**config.mk**
```make
export PLATFORM = sky130hd
export DESIGN_NAME = mdu_seq
export DESIGN_NICKNAME = d
export VERILOG_FILES = /design/src/rtl/mdu_seq.sv
export SDC_FILE = /design/constraint.sdc
export NUM_CORES = 1
export LEC_CHECK = 0
export CORE_MARGIN = 4
export CORE_UTILIZATION = 25
export CTS_CLUSTER_DIAMETER = 40
export CTS_CLUSTER_SIZE = 16
export DETAILED_ROUTE_END_ITERATION = 12
export SKIP_CTS_REPAIR_TIMING = 1
export SKIP_LAST_GASP = 1
export SLEW_MARGIN = 10
export SYNTH_ARGS = -nofsm -noshare
export SYNTH_HDL_FRONTEND = slang
export SYNTH_SLANG_ARGS = --single-unit
```
**constraint.sdc**
```tcl
create_clock -name clk -period 5.02 [get_ports clk]
set_input_delay 0.753 -clock clk [delete_from_list [all_inputs] [get_ports clk]]
set_output_delay 0.753 -clock clk [all_outputs]
set_load 0.02 [all_outputs]
```
**src/rtl/mdu_seq.sv**
```systemverilog
// Sequential RV32M multiply/divide unit: one radix-2 datapath shared by shift-add
// multiply and restoring divide, answering the core's mdu_valid/mdu_ready handshake.
module mdu_seq #(
    parameter int XLEN = 32
) (
    input  logic            clk,
    input  logic            rst,
    input  logic            mdu_valid,
    input  logic [2:0]      mdu_op,
    input  logic [XLEN-1:0] rs1,
    input  logic [XLEN-1:0] rs2,
    output logic            mdu_ready,
    output logic [XLEN-1:0] mdu_result,
    output logic            mdu_busy
);

    localparam int CW = $clog2(XLEN) + 1;
    localparam logic [XLEN-1:0] MIN_INT = {1'b1, {(XLEN-1){1'b0}}};

    typedef enum logic [1:0] {IDLE, CALC, FIX, DONE} state_t;

    state_t              r_state;
    state_t              w_next;
    logic [2:0]          r_op;
    logic                r_signA;
    logic                r_neg;
    logic [XLEN-1:0]     r_b;
    logic [2*XLEN-1:0]   r_acc;
    logic [CW-1:0]       r_cnt;
    logic [XLEN-1:0]     r_result;

    logic                w_signedA;
    logic                w_signedB;
    logic                w_signA;
    logic                w_signB;
    logic [XLEN-1:0]     w_absA;
    logic [XLEN-1:0]     w_absB;
    logic                w_divZero;
    logic                w_overflow;
    logic                w_special;
    logic [XLEN-1:0]     w_specialRes;

    logic [XLEN-1:0]     w_accHi;
    logic [XLEN-1:0]     w_accLo;
    logic [XLEN:0]       w_mulSum;
    logic [2*XLEN-1:0]   w_mulStep;
    logic [XLEN:0]       w_remShift;
    logic [XLEN:0]       w_remDiff;
    logic                w_remGe;
    logic [2*XLEN-1:0]   w_divStep;
    logic [2*XLEN-1:0]   w_product;
    logic [XLEN-1:0]     w_quot;
    logic [XLEN-1:0]     w_rem;
    logic [XLEN-1:0]     w_fixRes;

    // Operand decode at the accept edge: signs and magnitudes feed the unsigned datapath.
    assign w_signedA  = (mdu_op == 3'b001) || (mdu_op == 3'b010) ||
                        (mdu_op == 3'b100) || (mdu_op == 3'b110);
    assign w_signedB  = (mdu_op == 3'b001) || (mdu_op == 3'b100) || (mdu_op == 3'b110);
    assign w_signA    = w_signedA & rs1[XLEN-1];
    assign w_signB    = w_signedB & rs2[XLEN-1];
    assign w_absA     = w_signA ? -rs1 : rs1;
    assign w_absB     = w_signB ? -rs2 : rs2;
    assign w_divZero  = mdu_op[2] && (rs2 == '0);
    assign w_overflow = mdu_op[2] && !mdu_op[0] && (rs1 == MIN_INT) && (rs2 == '1);
    assign w_special  = w_divZero || w_overflow;

    always_comb begin
        w_specialRes = '0;
        if (w_divZero) begin
            w_specialRes = mdu_op[1] ? rs1 : '1;
        end else if (w_overflow) begin
            w_specialRes = mdu_op[1] ? '0 : MIN_INT;
        end
    end

    // Multiply keeps {partial product, multiplier}; divide keeps {remainder, dividend/quotient}.
    assign w_accHi    = r_acc[2*XLEN-1:XLEN];
    assign w_accLo    = r_acc[XLEN-1:0];
    assign w_mulSum   = {1'b0, w_accHi} + (w_accLo[0] ? {1'b0, r_b} : '0);
    assign w_mulStep  = {w_mulSum, w_accLo[XLEN-1:1]};
    assign w_remShift = {w_accHi, w_accLo[XLEN-1]};
    assign w_remGe    = w_remShift >= {1'b0, r_b};
    assign w_remDiff  = w_remShift - {1'b0, r_b};
    assign w_divStep  = {(w_remGe ? w_remDiff[XLEN-1:0] : w_remShift[XLEN-1:0]),
                         w_accLo[XLEN-2:0], w_remGe};

    assign w_product  = r_neg ? -r_acc : r_acc;
    assign w_quot     = r_neg ? -w_accLo : w_accLo;
    assign w_rem      = r_signA ? -w_accHi : w_accHi;

    always_comb begin
        w_fixRes = '0;
        case (r_op)
            3'b000:                 w_fixRes = w_product[XLEN-1:0];
            3'b001, 3'b010, 3'b011: w_fixRes = w_product[2*XLEN-1:XLEN];
            3'b100, 3'b101:         w_fixRes = w_quot;
            default:                w_fixRes = w_rem;
        endcase
    end

    always_ff @(posedge clk or posedge rst) begin
        if (rst) begin
            r_state <= IDLE;
        end else begin
            r_state <= w_next;
        end
    end

    always_comb begin
        w_next = r_state;
        case (r_state)
            IDLE: if (mdu_valid) w_next = w_special ? DONE : CALC;
            CALC: if (r_cnt == CW'(1)) w_next = FIX;
            FIX:  w_next = DONE;
            DONE: if (!mdu_valid) w_next = IDLE;
            default: w_next = IDLE;
        endcase
    end

    // Datapath registers; mdu_result only changes on entry to DONE.
    always_ff @(posedge clk or posedge rst) begin
        if (rst) begin
            r_op     <= '0;
            r_signA  <= 1'b0;
            r_neg    <= 1'b0;
            r_b      <= '0;
            r_acc    <= '0;
            r_cnt    <= '0;
            r_result <= '0;
        end else begin
            case (r_state)
                IDLE: begin
                    if (mdu_valid) begin
                        r_op    <= mdu_op;
                        r_signA <= w_signA;
                        r_neg   <= w_signA ^ w_signB;
                        r_b     <= w_absB;
                        r_acc   <= {{XLEN{1'b0}}, w_absA};
                        r_cnt   <= CW'(XLEN);
                        if (w_special) r_result <= w_specialRes;
                    end
                end
                CALC: begin
                    r_acc <= r_op[2] ? w_divStep : w_mulStep;
                    r_cnt <= r_cnt - 1'b1;
                end
                FIX:  r_result <= w_fixRes;
                default: ;
            endcase
        end
    end

    assign mdu_ready  = (r_state == DONE);
    assign mdu_busy   = (r_state == CALC) || (r_state == FIX);
    assign mdu_result = r_result;

endmodule

```
==> flow_metrics.py <==
metrics = {
    "sta": {
        "finalSetupTns_ns": 0,
        "post-route-period-util_pct": 78.8,
        "relSlewSlack_pct": 25.7,
        "max_freq_mhz": 253,
        "tightest_slew_ns": 1.11,
        "layout_min_cycle_time_ns": 3.96,
        "holdWs_ns": 0.481,
        "setup_violations": 0,
        "maxSlewViolCount": 0,
        "rsz0062_at_grt": "false",
        "hold_viol": 0,
        "clock-skew-final_ns": 0.0139,
    },
    "synth": {
        "yosysUniqueCellTypes": 83,
        "ys_seq_area_share_pct": 24.7,
        "synth_top_area_share_pct": 24.7,
        "ys_warn_count": 0,
        "synth_nets": 2060,
        "async_reset_ff_share_pct": 100,
        "synth_edf_count": 0,
        "synth-main-ff-cell": "dfrtp_1",
        "syn_area_mm2": 0.0143,
        "synthCells": 1913,
        "postSynthAreaPerCell_um2": 7.48,
        "yosysTopAreaCell": "dfrtp_1",
        "synth.area.top_cells": "dfrtp_1, o21ai_0, ha_1, nand2_1, xnor2_1",
        "ys_ff_latch": 141,
    },
    "floorplan": {
        "die_x_um": 247,
        "core-area_mm2": 0.0565,
        "die_area_mm2": 0.0611,
        "die_h_um": 247,
        "core.rowCount": 87,
        "start_util_pct": 25.3,
        "ios": 104,
    },
    "final_layout": {
        "drive_gt1_share_pct": 5.58,
        "syn_to_final_growth_pct": 16.8,
        "final_cell_mix": "nand2_1, o21ai_0, nor2_1",
        "fillers": 6049,
        "antenna_cells": 0,
        "fin_nets": 2089,
        "final-instance-count-excl-fill": 2711,
        "utilization_pct": 29.6,
    },
    "setup_path": {
        "crit_slowest_cell": "or4_1",
        "crit_buf_inv": 2,
        "critPathLaunchType": "input pin",
        "crit_chain": "clkdlybuf4s50_1 -> or4_1 -> nor4_1 -> nor3b_2 -> and4b_1 -> o21bai_1 -> nand2_1 -> o21ai_4 -> buf_12 -> nor2_1 -> a31oi_1",
        "critical_path_required_ns": 5.39,
        "crit_path_max_incr_delay_ns": 0.65,
        "r2r_start": "r_acc[0]",
        "worst-setup-path-type": "input pin to flop",
        "r2r_cells": 14,
        "crit_family": "simple AND/OR/NAND/NOR gates",
        "reg2reg_setup_slack_ns": 1.09,
        "endpoint_kind": "flop",
        "crit_fanout": 45,
        "reg2reg_to": "r_acc[62]",
        "cp.arrival_ns": 4.33,
    },
    "clock_tree": {
        "clk_pin_slew_ns": 0.06,
        "htree_levels": 4,
        "numCtsBuffers": 17,
        "tritoncts": "done",
        "clock_path_buffers": 2,
        "cts.sinks": 141,
        "cts_root_buf": "clkbuf_16",
        "clkLatencyLatePin_ns": 0.46,
    },
    "global_routing": {
        "grt_max_degree": 89,
        "grt_pass1_wl_um": 86800,
        "grt_antenna_before_repair": 1,
        "grt-ovfl-total": 0,
        "grt_usage_pct": 18.3,
        "grt_pass1_vias": 14000,
    },
    "worst_hold_path": {
        "worstHoldEndpoint": "r_b[6]",
        "hold_start": "r_b[6]",
        "holdCritPathClass": "flop to flop",
        "whs_path_depth": 2,
    },
    "detailed_routing": {
        "num_vias": 14700,
        "first_pass_iters": 5,
        "wire_per_inst_um": 20.9,
        "drtIter0Drc": 1360,
        "drc": 0,
        "drt-vias-per-instance": 5.43,
        "antenna_left": 0,
        "drt_wl_total_um": 56600,
    },
    "power_and_ir_drop": {
        "p_leak_nw": 6.67,
        "clkPwrFrac_pct": 11.2,
        "ir_drop_mv": 0.302,
        "power_frac_comb_pct": 68.3,
        "power.internal_w": 0.00592,
        "power_density_mw_per_mm2": 765,
        "p_seq_share_pct": 20.5,
        "net-switching-power_w": 0.00686,
        "switching_share_pct": 53.7,
    },
    "placed_design": {
        "dp.cells": 2679,
        "hpwl_um": 43600,
        "place_congestion": 0.940,
        "io_buffers": 103,
    },
    "flow_run": {
        "max_cap_violations": 0,
    },
    "run_status": {
        "outcome": "finished clean",
    },
}
==> state kept, by name, summed over array words and instances, names as in the netlist <==
signal and cells:
mdu_result 32, r_neg 1, r_state 2, r_signA 1
r_acc 64, r_b 32, r_op 3, r_cnt 6
==> worst register-to-register path: cells and delay by family, from the launching register on <==
kind	cells	cell delay, ns
DFF	1	0.49
muxes	1	0.37
adders and majority gates	1	0.36
AOI/OAI and AO/OA	7	1.78
and+or+nand+nor	2	0.14
buffers and inverters	3	0.70
==> power groups by stage <==
stage	logic (W)	clock network (W)	registers, W
after floorplan	0.00626	0	0.00223
after global placement	0.00848	0	0.00261
after detailed placement	0.00858	0	0.00262
after CTS	0.00862	0.00145	0.00260
after global routing	0.00962	0.00150	0.00268
final	0.00873	0.00143	0.00262
==> through the flow <==
| step | cell area [um^2] | power [W] | worst slack [ns] |
|---|---|---|---|
| 2_1_floorplan | 14300 | 0.00849 | 0.486 |
| 3_3_place_gp | 16100 | 0.0111 | 0.870 |
| 3_5_place_dp | 16100 | 0.0112 | 0.739 |
| 4_1_cts | 16700 | 0.0127 | 1.17 |
| 5_1_grt | 16700 | 0.0138 | 0.860 |
| 6_report | 16700 | 0.0128 | 1.06 |
==> worst max-delay path by stage <==
stage	startpoint	end	slack (ns)	cells after the start
3_3_place_gp	rs2[12]	mdu_result[15]	0.87	10
3_5_place_dp	rs2[18]	mdu_result[16]	0.74	11
5_1_grt	rs2[18]	mdu_result[10]	0.86	10
6_report	rs2[18]	mdu_result[16]	1.06	11
4_1_cts	r_acc[0]	r_acc[62]	1.17	14
2_1_floorplan	rst	mdu_result[0]	0.49	1
==> logic make-up (layout without fill, tap and decap cells) <==
kind of cell             count (synthesis)  count (layout)  share of synthesized area (%)
flip-flops                             141             141                           24.7
AO/OA/AOI/OAI                          605             605                           26.3
buffers and inverters                  202             244                           5.53
multiplexers                            56              56                           3.97
XOR/XNOR                               181             181                           11.1
AND/OR/NAND/NOR                        651             651                           21.6
adder cells (fa/ha/maj)                 77              77                           6.84
==> routing by layer <==
metal,track usage (%),wire length [um],vias up
li1,-,-,6949
met1,24.8,25200,7079
met2,29.3,25800,592
met3,2.85,3550,105
met4,6.92,2080,0
met5,0,0,-
==> synth_stat cells, drive strengths merged (21+ instances only) <==
master / number
dfrtp: 141
clkbuf: 106
inv: 70
a21o: 25
nor4: 21
nor2: 167
ha: 75
buf: 24
a21oi: 124
o31ai: 33
a31oi: 22
xnor2: 96
nand4: 35
mux2i: 50
nand2: 234
nand3: 39
xor2: 85
o21ai: 235
nor3: 38
==> area by class of cell <==
class | instances | area, um^2 | share of cell area (%)
inverter | 72 | 275 | 1.65
sequential | 141 | 3530 | 21.1
multi-input combinational | 1570 | 10000 | 59.9
timing repair buffer | 140 | 1320 | 7.91
clock inverter | 15 | 209 | 1.25
tap | 756 | 946 | 5.66
clock buffer | 17 | 425 | 2.55
Power figures use the tool's default switching activity.
